<file path="config.mk">
export PLATFORM = sky130hd
export DESIGN_NAME = axi_dw_upsizer_single
export DESIGN_NICKNAME = d
export VERILOG_FILES = /design/src/rtl/axi_dw_upsizer_single.sv
export SDC_FILE = /design/constraint.sdc
export NUM_CORES = 1
export LEC_CHECK = 0
export ABC_AREA = 1
export CORE_AREA = 2 2 609 611
export DETAILED_ROUTE_END_ITERATION = 10
export DIE_AREA = 0 0 611 613
export GPL_ROUTABILITY_DRIVEN = 0
export GPL_TIMING_DRIVEN = 0
export SYNTH_ARGS = -nofsm -noshare
export SYNTH_HDL_FRONTEND = slang
export SYNTH_SLANG_ARGS = --single-unit
</file>
<file path="constraint.sdc">
create_clock -name clk_i -period 2.9 [get_ports clk_i]
set_input_delay 0.58 -clock clk_i [delete_from_list [all_inputs] [get_ports clk_i]]
set_output_delay 0.58 -clock clk_i [all_outputs]
set_load 0.05 [all_outputs]
</file>
<file path="src/rtl/axi_dw_upsizer_single.sv">
// Single-beat AXI4 data-width upsizer: 32-bit narrow slave side to 512-bit wide master side.
// Lane offsets of outstanding writes and reads are held in two small FIFOs.

module axi_dw_upsizer_lane_fifo #(
  parameter int DEPTH = 4,
  parameter int LW    = 4
) (
  input  logic          clk_i,
  input  logic          rst_ni,
  input  logic          push_i,
  input  logic [LW-1:0] lane_i,
  input  logic          pop_i,
  output logic [LW-1:0] head_o,
  output logic          full_o,
  output logic          empty_o
);
  localparam int PW = (DEPTH > 1) ? $clog2(DEPTH) : 1;
  localparam int CW = $clog2(DEPTH + 1);

  logic [LW-1:0] mem_q [DEPTH];
  logic [PW-1:0] wr_ptr_q, wr_ptr_d;
  logic [PW-1:0] rd_ptr_q, rd_ptr_d;
  logic [CW-1:0] count_q, count_d;
  logic          push_ok, pop_ok;

  assign full_o  = (count_q == CW'(DEPTH));
  assign empty_o = (count_q == '0);
  assign head_o  = mem_q[rd_ptr_q];

  // A full FIFO refuses a push even when a pop frees a slot in the same cycle.
  assign push_ok = push_i & ~full_o;
  assign pop_ok  = pop_i & ~empty_o;

  always_comb begin
    wr_ptr_d = wr_ptr_q;
    rd_ptr_d = rd_ptr_q;
    count_d  = count_q;
    if (push_ok) wr_ptr_d = (wr_ptr_q == PW'(DEPTH - 1)) ? '0 : wr_ptr_q + 1'b1;
    if (pop_ok)  rd_ptr_d = (rd_ptr_q == PW'(DEPTH - 1)) ? '0 : rd_ptr_q + 1'b1;
    if (push_ok && !pop_ok)      count_d = count_q + 1'b1;
    else if (!push_ok && pop_ok) count_d = count_q - 1'b1;
  end

  always_ff @(posedge clk_i or negedge rst_ni) begin
    if (!rst_ni) begin
      wr_ptr_q <= '0;
      rd_ptr_q <= '0;
      count_q  <= '0;
    end else begin
      wr_ptr_q <= wr_ptr_d;
      rd_ptr_q <= rd_ptr_d;
      count_q  <= count_d;
    end
  end

  always_ff @(posedge clk_i) begin
    if (push_ok) mem_q[wr_ptr_q] <= lane_i;
  end
endmodule

module axi_dw_upsizer_single #(
  parameter int NARROW_DW = 32,
  parameter int WIDE_DW   = 512,
  parameter int ADDR_W    = 64,
  parameter int ID_W      = 8,
  parameter int MAX_OUTST = 4
) (
  input  logic                   clk_i,
  input  logic                   rst_ni,
  input  logic                   s_aw_valid,
  output logic                   s_aw_ready,
  input  logic [ADDR_W-1:0]      s_aw_addr,
  input  logic [ID_W-1:0]        s_aw_id,
  input  logic [2:0]             s_aw_size,
  input  logic [7:0]             s_aw_len,
  input  logic                   s_w_valid,
  output logic                   s_w_ready,
  input  logic [NARROW_DW-1:0]   s_w_data,
  input  logic [NARROW_DW/8-1:0] s_w_strb,
  input  logic                   s_w_last,
  output logic                   s_b_valid,
  input  logic                   s_b_ready,
  output logic [ID_W-1:0]        s_b_id,
  output logic [1:0]             s_b_resp,
  input  logic                   s_ar_valid,
  output logic                   s_ar_ready,
  input  logic [ADDR_W-1:0]      s_ar_addr,
  input  logic [ID_W-1:0]        s_ar_id,
  input  logic [2:0]             s_ar_size,
  input  logic [7:0]             s_ar_len,
  output logic                   s_r_valid,
  input  logic                   s_r_ready,
  output logic [NARROW_DW-1:0]   s_r_data,
  output logic [ID_W-1:0]        s_r_id,
  output logic [1:0]             s_r_resp,
  output logic                   s_r_last,
  output logic                   m_aw_valid,
  input  logic                   m_aw_ready,
  output logic [ADDR_W-1:0]      m_aw_addr,
  output logic [ID_W-1:0]        m_aw_id,
  output logic [2:0]             m_aw_size,
  output logic [7:0]             m_aw_len,
  output logic                   m_w_valid,
  input  logic                   m_w_ready,
  output logic [WIDE_DW-1:0]     m_w_data,
  output logic [WIDE_DW/8-1:0]   m_w_strb,
  output logic                   m_w_last,
  input  logic                   m_b_valid,
  output logic                   m_b_ready,
  input  logic [ID_W-1:0]        m_b_id,
  input  logic [1:0]             m_b_resp,
  output logic                   m_ar_valid,
  input  logic                   m_ar_ready,
  output logic [ADDR_W-1:0]      m_ar_addr,
  output logic [ID_W-1:0]        m_ar_id,
  output logic [2:0]             m_ar_size,
  output logic [7:0]             m_ar_len,
  input  logic                   m_r_valid,
  output logic                   m_r_ready,
  input  logic [WIDE_DW-1:0]     m_r_data,
  input  logic [ID_W-1:0]        m_r_id,
  input  logic [1:0]             m_r_resp,
  input  logic                   m_r_last
);
  localparam int NB    = NARROW_DW / 8;
  localparam int LANES = WIDE_DW / NARROW_DW;
  localparam int LW    = $clog2(LANES);
  localparam int LO    = $clog2(NB);

  // Handshakes: a transfer happens on a rising clk_i edge where valid and ready
  // are both high; valid never depends on ready of the same channel.
  logic          w_full, w_empty, r_full, r_empty;
  logic [LW-1:0] w_head, r_head;
  logic          aw_hs, w_hs, ar_hs, r_hs;

  // Valids are forced low while reset is held, since the FIFO state is meaningless then.
  assign m_aw_valid = s_aw_valid & ~w_full & rst_ni;
  assign s_aw_ready = m_aw_ready & ~w_full;
  assign m_aw_addr  = s_aw_addr;
  assign m_aw_id    = s_aw_id;
  assign m_aw_size  = s_aw_size;
  assign m_aw_len   = s_aw_len;
  assign aw_hs      = s_aw_valid & s_aw_ready & rst_ni;

  assign m_w_valid  = s_w_valid & ~w_empty & rst_ni;
  assign s_w_ready  = m_w_ready & ~w_empty & rst_ni;
  assign m_w_data   = {LANES{s_w_data}};
  assign m_w_last   = s_w_last;
  assign w_hs       = s_w_valid & s_w_ready;

  always_comb begin
    m_w_strb = '0;
    m_w_strb[w_head*NB +: NB] = s_w_strb;
  end

  assign s_b_valid  = m_b_valid & rst_ni;
  assign m_b_ready  = s_b_ready;
  assign s_b_id     = m_b_id;
  assign s_b_resp   = m_b_resp;

  assign m_ar_valid = s_ar_valid & ~r_full & rst_ni;
  assign s_ar_ready = m_ar_ready & ~r_full;
  assign m_ar_addr  = s_ar_addr;
  assign m_ar_id    = s_ar_id;
  assign m_ar_size  = s_ar_size;
  assign m_ar_len   = s_ar_len;
  assign ar_hs      = s_ar_valid & s_ar_ready & rst_ni;

  assign s_r_valid  = m_r_valid & rst_ni;
  assign m_r_ready  = s_r_ready;
  assign s_r_id     = m_r_id;
  assign s_r_resp   = m_r_resp;
  assign s_r_last   = m_r_last;
  assign s_r_data   = r_empty ? '0 : m_r_data[r_head*NARROW_DW +: NARROW_DW];
  assign r_hs       = s_r_valid & s_r_ready;

  axi_dw_upsizer_lane_fifo #(.DEPTH(MAX_OUTST), .LW(LW)) u_wfifo (
    .clk_i   (clk_i),
    .rst_ni  (rst_ni),
    .push_i  (aw_hs),
    .lane_i  (s_aw_addr[LO+LW-1:LO]),
    .pop_i   (w_hs),
    .head_o  (w_head),
    .full_o  (w_full),
    .empty_o (w_empty)
  );

  axi_dw_upsizer_lane_fifo #(.DEPTH(MAX_OUTST), .LW(LW)) u_rfifo (
    .clk_i   (clk_i),
    .rst_ni  (rst_ni),
    .push_i  (ar_hs),
    .lane_i  (s_ar_addr[LO+LW-1:LO]),
    .pop_i   (r_hs),
    .head_o  (r_head),
    .full_o  (r_full),
    .empty_o (r_empty)
  );

  // Only single-beat, at-most-narrow-width bursts are converted.
  a_aw_single: assert property (@(posedge clk_i) disable iff (!rst_ni)
    s_aw_valid |-> (s_aw_len == 8'd0 && s_aw_size <= 3'(LO)));
  a_ar_single: assert property (@(posedge clk_i) disable iff (!rst_ni)
    s_ar_valid |-> (s_ar_len == 8'd0 && s_ar_size <= 3'(LO)));
  a_r_tracked: assert property (@(posedge clk_i) disable iff (!rst_ni)
    !(m_r_valid && r_empty));
endmodule

</file>
Word-level counts from Yosys, hierarchy flattened
Memories as Yosys holds them, arrays and structs flattened.
Index checks and enable logic that the tools add are counted.
Operators by class
  $add $sub $neg: 9
  eq/ne operators: 6
  shift-type cells: 3
  muxes and demuxes: 13
  bitwise gates (word level): 27
  reduce and logical (&&, ||, !) cells: 12
Operators with widths (number)
  indexed part select 512 x 10 -> 32 bit: 1
  AND 64 bit: 1
  variable shift 4 x 34 -> 64 bit (first input constant): 1
  indexed part select 4 x 34 -> 64 bit: 1
  negator 6 -> 34 bit: 1
  two-way mux 32 bit: 1
  AND 1 bit: 22
  two-way mux 3 bit: 4
  adder 2 x 1 -> 2 bit (second input constant): 4
  == test 2 bit (second input constant): 4
  two-way mux 2 bit: 4
  adder 3 x 1 -> 3 bit (second input constant): 2
  == test 3 bit (second input constant): 2
  zero test 3 bit: 2
  subtractor 3 x 1 -> 3 bit (second input constant): 2
  logical AND 1 bit: 4
  zero test 1 bit: 4
  two-way mux 1 bit: 4
  inverter 1 bit: 4
  nonzero test 2 bit: 2
Storage, ports and cells
  flip-flop bits (word level): 14
  bits in writable memories: 32
  input bits: 748
  output and inout bits: 806
  logic and storage cells: 78
  memories kept: 2
Memories
  u_rfifo.mem_q: depth 4, width 4, read ports 1, clocked after memory_dff 0, wr ports 1, RTL line 20  | logic [LW-1:0] mem_q [DEPTH];
  u_wfifo.mem_q: depth 4, width 4, read ports 1, clocked after memory_dff 0, wr ports 1, RTL line 20

Logic depth before layout (Yosys ltp)
Gate-level depths: netlist of the first run.
  depth after elaboration: 10
  depth in mapped cells: 14
  gate-level depth less buffers: 12

By module
Synthesis of the first run repeated with hierarchy kept, for this count alone.
Unflattened totals
  cell total of the unflattened synthesis: 2563
  area total of the unflattened synthesis: 14557.7 µm²
Modules (own cells, without submodules)
  axi_dw_upsizer_single: instances 1, cells an instance 2349, area an instance 12270.5 µm², sequential area each 0.0 µm²
  axi_dw_upsizer_lane_fifo: instances 2, cells an instance 107, area an instance 1143.6 µm², sequential area each 655.6 µm²

Worst setup path after synthesis of the first run
Ideal clock, no wire load.
  path type: flip-flop to output port
  from: reg u_wfifo.rd_ptr_q[0]
  to: out m_w_strb[52]
  arrival time: 2.894 ns
  required time: 2.320 ns
  path slack: -0.574 ns
  cell stages (with the launch flop): 14
  buffers on the path: 2
  cell sequence: dfrtp_1 buf_4 inv_4 nand2_1 nand3_1 nand2_1 clkbuf_1 ha_1 clkinv_1 nor2_1 nand3_1 nor2_1 nand2_1 nor2_1
On the way
  word-level cells in the longest chain between the ends: 4
  elaborated cells on any way between the ends: 5
  those cells by class: 1 x add/sub; 2 x shift; 1 x bitwise; 1 x memory
Ends and longest elaborated chain
  start: declaration: RTL line 22  | logic [PW-1:0] rd_ptr_q, rd_ptr_d;
  start signal: assignment: RTL line 51  | rd_ptr_q <= rd_ptr_d;
  memory (4 x 4 bit) *
  negator 6 -> 34 bit *: RTL line 153  | m_w_strb[w_head*NB +: NB] = s_w_strb;
  indexed part select 4 x 34 -> 64 bit / variable shift 4 x 34 -> 64 bit (equally long branches): RTL line 153
  AND 64 bit (no line) *
  end: declaration: RTL line 106  | output logic [WIDE_DW/8-1:0] m_w_strb,
Mark *: on every way between the ends. The rest lies on a longest branch, timed or not.

Worst setup path after layout of the first run
  from: reg u_rfifo.rd_ptr_q[0]
  to: out s_r_data[23]
On the way
  word-level cells in the longest chain between the ends: 3
Ends and longest elaborated chain
  start: declaration: RTL line 22
  start signal: assignment: RTL line 51
  memory (4 x 4 bit)
  indexed part select 512 x 10 -> 32 bit: RTL line 174  | assign s_r_data = r_empty ? '0 : m_r_data[r_head*NARROW_DW +: NARROW_DW];
  two-way mux 32 bit: RTL line 174
  end: declaration: RTL line 93  | output logic [NARROW_DW-1:0] s_r_data,
No other way between the ends.

==> run metrics, run 1 <==
area of the mapped netlist 13600 um2; Setup WS pre-CTS -2.62 ns; IO Pins 1554; Max Cap Viol 0; r2r setup slk 0.56 ns; final cell count without fillers 8684; most frequent cells in the layout clkdlybuf4s50_1 (1234), buf_4 (787), nand2_1 (422); DP Area around 33000 um2; Initial DRC Count 1515; syn avg cell area 5.91 um2; vias in the first global route between 20000 and 25000; setup ws final -0.447 ns; Tcrit/Tclk final 115%; Via density 2.57; status finished, violations left; commonest non-fill, non-tap cell in the layout clkdlybuf4s50_1; Slew Viols, Final 0; cell repeated most along the worst path buf_12; Post-synth EDFFs 32; drt wl/cell approximately 29 um; critical path's slowest cell dfrtp_2; layout cells sized above 1 41.8%; main flop type after synthesis edfxtp_1; Net Count, Synth 3060; Remaining DRCs 0; worst r2r src u_rfifo.count_q[1]; Synth Register Bits 46; die footprint around 370000 um2; Layout fillers 42400; Nets 4542; Die Y 613 um; Seq/Total Area, Yosys 9.67%; Max Buffers Root-to-Sink 2; slowest stage delay, CP between 0.4 and 0.5 ns; drt total wl 250000 um; Routed Antenna Nets 0; cell row count 223; port bufs 1340; Initial Util 3.69%; CTS H-tree lvls 2; setup TNS -28.57 ns; core area between 300000 and 400000 um2; Hold WS 0.212 ns; data required time of the worst path between 2 and 2.5 ns; first-pass GRT wire length 286000 um; hpwl dp 221000 um; hold-fix buffers at CTS 0; Tot Pwr approximately 43 mW; Peak VDD IR 0.000675 V; final core utilization a little over a tenth; worst skew pair latency 0.32 ns; final setup vio count 96; GRT Overall Usage 12.5%; DRT Pass-1 Iters 5; Post-Synthesis Cells 2296; Placed Instances between 8000 and 9000; critical-path cell list buf_6, o211ai_1, nand2_4, buf_16, buf_16, buf_12, buf_12, nand3_2, nand3_2, nand3_4, nand2_4, nor2_4, buf_12; Critical Path AT 2.77 ns; post-layout min period 3.35 ns; die width approximately 600 um; Synth async-reset ratio 30.4%; failing checks negative setup slack; Area Growth Syn to Fin 198%; worst hold path class in2async; CP Capture Type output pin; sequential cell area 1320 um2; clock skew between 0.006 and 0.007 ns; Power Dens Cells 1070 nW/um2; crit-path max FO 6; r2r endpoint u_rfifo.count_q[2]; Reg2Reg Depth 11; Multi-input gate area 9610 um2; initial antenna violation count around 270; final instance area 40400 um2; clk slew on worst S/H paths 0.07 ns; Ys Warns 0; Worst Max-Slew Pin Slew 1.16 ns; post-synth cell types 31; unrepaired setup endpoints after global routing true; WS Path Type reg2out; gr ovfl total 0; clock sink count 46; Fin. Hold Viols 0; kind of start point of the critical path register; CTS Buf Count 5; FMAX 299 MHz; worst rel slew slack between 20% and 30%; CTS root buf clkbuf_16; Static Leak 15.4 nW; CTS tree yes; vias post-DR between 20000 and 25000; largest net degree at the start of global routing 20
==> per-layer routing <==
| layer | vias up | wire (um) | global-route usage [%] |
|---|---|---|---|
| met1 | 10400 | 82900 | 12.5 |
| met2 | 1536 | 128000 | 22.7 |
| met3 | 448 | 29900 | 6.25 |
| met4 | 128 | 8760 | 3.43 |
| li1 | 9795 | - | - |
| met5 | - | 790 | 0 |
==> cell type report <==
type	count	share of cell area (%)
diodes	68	0.421
plain buffers	822	17.0
clock buffers	6	0.319
clock inverters	2	0.0248
inverters	48	0.653
multi-input cells	1371	23.8
flip-flops and latches	46	3.25
well taps	4837	15.0
repair buffers	1482	39.6
repair inverters	2	0.0371
==> logic make-up (layout without fill, tap and decap cells) <==
kind of cell,after synthesis,after routing,synth area share (%)
AND/OR/NAND/NOR,1334,1334,42.7
buffers and inverters,879,2362,44.9
flip-flops,46,46,9.67
adder cells (fa/ha/maj),16,16,1.59
AO/OA/AOI/OAI,15,15,0.683
XOR/XNOR,4,4,0.258
multiplexers,2,2,0.166
other,0,68,0
==> synthesized netlist by cell type, types with 14 or more instances <==
cell | number | area share, %
buf_1 | 14 | 0.39
buf_2 | 76 | 2.8
buf_4 | 715 | 40
clkbuf_1 | 25 | 0.69
dfrtp_1 | 14 | 2.6
edfxtp_1 | 32 | 7.1
ha_1 | 14 | 1.3
inv_1 | 40 | 1.1
nand2_1 | 517 | 14
nand3_1 | 568 | 21
nand4_1 | 14 | 0.65
nor2_1 | 222 | 6.1
==> repair_timing <==
item	4_1_cts	5_1_grt
endpoints found under the setup margin	108	96
cloned	14	7
pin swaps	151	111
gates resized for setup	1640	260
setup buffers	96	29
==> power by group <==
part / leakage [nW] / total [mW] / internal, mW / switching, mW
clock: 0.0710 / 0.616 / 0.319 / 0.298
sequential: 0.454 / 0.968 / 0.831 / 0.137
combinational: 14.8 / 41.7 / 15.0 / 26.7
==> sequential cells by signal, indices dropped and copies added (netlist names) <==
register,cells
u_wfifo.count_q,3
u_rfifo.wr_ptr_q,2
u_wfifo.wr_ptr_q,2
u_rfifo.mem_q,16
u_wfifo.rd_ptr_q,2
u_rfifo.count_q,3
u_rfifo.rd_ptr_q,2
u_wfifo.mem_q,16
==> how the worst max path moves through the flow <==
stage,to,from,slack [ns],cells after the start
after detailed placement,s_r_data[1],u_rfifo.rd_ptr_q[0],-2.62,13
after global routing,s_r_data[23],u_rfifo.rd_ptr_q[0],-0.53,13
after global placement,s_r_data[15],u_rfifo.rd_ptr_q[0],-3.21,11
after floorplan,m_w_strb[0],u_wfifo.rd_ptr_q[0],-0.12,12
after CTS,s_r_data[1],u_rfifo.rd_ptr_q[0],-0.48,15
final,s_r_data[23],u_rfifo.rd_ptr_q[0],-0.45,13
==> worst max-delay path: cells and delay by family, from the launching register on <==
kind / cells / cell delay [ns]
buf+inv: 6 / 0.96
flops: 1 / 0.47
simple gates: 6 / 0.69
compound gates: 1 / 0.25
(Power assumes the default switching activity.)
==> run 2, diff against run 1 <==
Settings changed: GPL_TIMING_DRIVEN 0 to default, SETUP_SLACK_MARGIN from default to 0.1.
==> run 2 against run 1 <==
  * The run still ends with negative setup slack left
  * Setup slack improved by 0.028 ns
  * Clock power decreased by 3.4%
  * Via count decreased by 22%
  * First-iteration DRC count increased by 0.40%
  * Hold slack improved by 0.35 ns
  * Critical endpoint is now s_r_data[15]
  * Largest cell class unchanged
  * Largest power group unchanged
==> run metrics, run 2 (same netlist as run 1, synthesis figures left out) <==
status finished, violations left; failing checks negative setup slack; post-layout min period 3.32 ns (-0.0281 ns); clk slew on worst S/H paths 0.07 ns (about the same); vias post-DR 17400 (-22%); switching share of total power 57.5% (-5.1 points); Die Y 613 um (unchanged); Power Dens Cells 1390 nW/um2 (+29%); worst rel slew slack 63.3% (+40 points); critical path's slowest cell dfrtp_2; data required time of the worst path 2.32 ns (about the same); clock power share 1.4% (about the same); port bufs 647 (-52%); Remaining DRCs 0 (unchanged); Peak VDD IR 0.000856 V (+27%); Max Buffers Root-to-Sink 2 (unchanged); drt total wl 229000 um (-8.3%); final instance area 29700 um2 (-27%); GRT Overall Usage 11.5% (-1.0 points); unrepaired setup endpoints after global routing true; CTS H-tree lvls 2 (unchanged); commonest non-fill, non-tap cell in the layout clkdlybuf4s50_1; Routed Antenna Nets 0 (unchanged); most frequent cells in the layout clkdlybuf4s50_1 (534), nand3_1 (399), nand2_1 (381); die width 611 um (unchanged); top sig layer met5; final core utilization 8.06% (-2.9 points); cell repeated most along the worst path nor2_4; Flop pwr share 2.3% (about the same); CP Capture Type output pin; first-pass GRT wire length 259000 um (-9.3%); final cell count without fillers 7345 (-15%); setup TNS -15.86 ns (+12.71 ns); core area 368000 um2 (unchanged); setup ws final -0.419 ns (+0.0281 ns); CTS Buf Count 5 (unchanged); FMAX 301 MHz (+0.85%); Slew Viols, Final 0 (unchanged); Initial DRC Count 1521 (+0.40%); vias in the first global route 16400 (-21%); Fin. Hold Viols 0 (unchanged); die footprint 375000 um2 (unchanged); Tcrit/Tclk final 114% (-0.97 points); Area Growth Syn to Fin 119%; hpwl dp 201000 um (-9.0%); initial antenna violation count 156 (-41%); layout cells sized above 1 39.9% (-1.9 points); slowest stage delay, CP 0.46 ns (about the same); M1 WL 62600 um (-25%); DRT Pass-1 Iters 6 (+1); gr ovfl total 0 (unchanged); Initial Util 3.69% (unchanged); critical path buffer and inverter count 6 (unchanged); critical-path cell list buf_6, o211ai_1, nand2_8, buf_12, buf_8, buf_8, nor2_1, nor2_4, buf_6, nor2_4, nor2_4, buf_12; worst hold path class reg2reg; Max Cap Viol 0 (unchanged); Psw 23.7 mW (-13%); clock sink count 46 (unchanged); Nets 3245 (-29%); CTS root buf clkbuf_16; largest net degree at the start of global routing 44 (+120%); WS Path Type reg2out; Logic pwr share 96.2% (about the same); Static Leak 10.1 nW (-34%); routed wl met2 112000 um (-12%); kind of start point of the critical path register; hold-fix buffers at CTS 0 (unchanged); IO Pins 1554 (unchanged); Crit path max-delay family buffers and inverters; cell row count 223 (unchanged); biggest regs u_rfifo.mem_q: 16 flops, u_wfifo.mem_q: 16 flops; drt wl/cell 31.2 um (+8.4%); CTS tree yes; clock skew 0.00464 ns (-0.00152 ns); DP Area 24100 um2 (-28%); Worst Max-Slew Pin Slew 0.549 ns (-0.606 ns); worst skew pair latency 0.30 ns (-0.02 ns); final setup vio count 94 (-2.1%); Critical Path AT 2.74 ns (-0.03 ns); Placed Instances 7183 (-15%); met3 WL 43600 um (+46%); Tot Pwr 41.1 mW (-5.0%); crit-path max FO 8 (+2); Via density 2.37 (-7.6%); Pint 17.5 mW (+7.9%)
-- run 2: changes by cell type in the layout (fill, tap and decap cells not counted), sizes merged --
cell	before	now
bufbuf	2	4
clkdlybuf4s15	2	0
clkinvlp	3	1
buf	1038	457
dlygate4sd2	7	0
diode	68	27
clkdlybuf4s50	1234	534
clkbuf	27	19
-- run 2: worst register-to-register path, cell delays in order, from the launching register on --
cell     delay, ns
dfrtp_1       0.43
nor3_1        0.08
inv_2         0.30
nand3_1       0.18
ha_1          0.24
inv_1         0.10
fa_1          0.42
mux2_2        0.27
-- run 2: power groups by stage --
stage          registers (mW)  logic (mW)  clock network [mW]
3_3_place_gp            0.963        29.2                   0
3_5_place_dp            0.965        29.1                   0
2_1_floorplan           0.934        14.1                   0
4_1_cts                 0.951        36.3               0.623
5_1_grt                 0.975        41.8               0.651
6_report                0.956        39.6               0.595
-- run 2: path summary, 6_finish.rpt --
check	start	end	slack, ns	cells after the start
max	u_rfifo.rd_ptr_q[0]	s_r_data[15]	-0.42	12
min	u_wfifo.count_q[0]	u_wfifo.count_q[0]	0.57	1
max reg2reg	u_rfifo.count_q[0]	u_rfifo.count_q[1]	0.77	7
min reg2reg	u_wfifo.count_q[0]	u_wfifo.count_q[0]	0.57	1
max in group asynchronous	rst_ni	u_wfifo.rd_ptr_q[0]	2.05	3
min in group asynchronous	rst_ni	u_rfifo.count_q[1]	0.70	3
-- run 2: final cells by class --
class	count	area, um2
diodes	27	67.6
fillers	42900	338000
well taps	4837	6050
clock inverters	2	10.0
inverters	48	214
repair buffers	1009	12500
clock buffers	5	125
flip-flops and latches	46	1310
multi-input cells	1371	9330
-- run 2: layer usage --
layer  vias up  global-route usage, %
met5         -                   1.21
met3       449                   9.72
met2      1829                   20.1
met4        62                   3.53
li1       7146                      -
met1      7948                   9.34
-- run 2: what timing repair did --
action                                  CTS  global route
resized for setup                       455           357
endpoints found under the setup margin   96            96
buffers inserted                         67            27
gates cloned                             25            16
pin swaps                               101           135
-- run 2: through the flow --
stage               setup slack (ns)  hold WS (ns)
floorplan                    0.00998         0.284
global placement              -0.908         0.550
detailed placement            -0.904         0.554
CTS                           -0.492         0.566
global route                  -0.527         0.596
finish                        -0.419         0.566
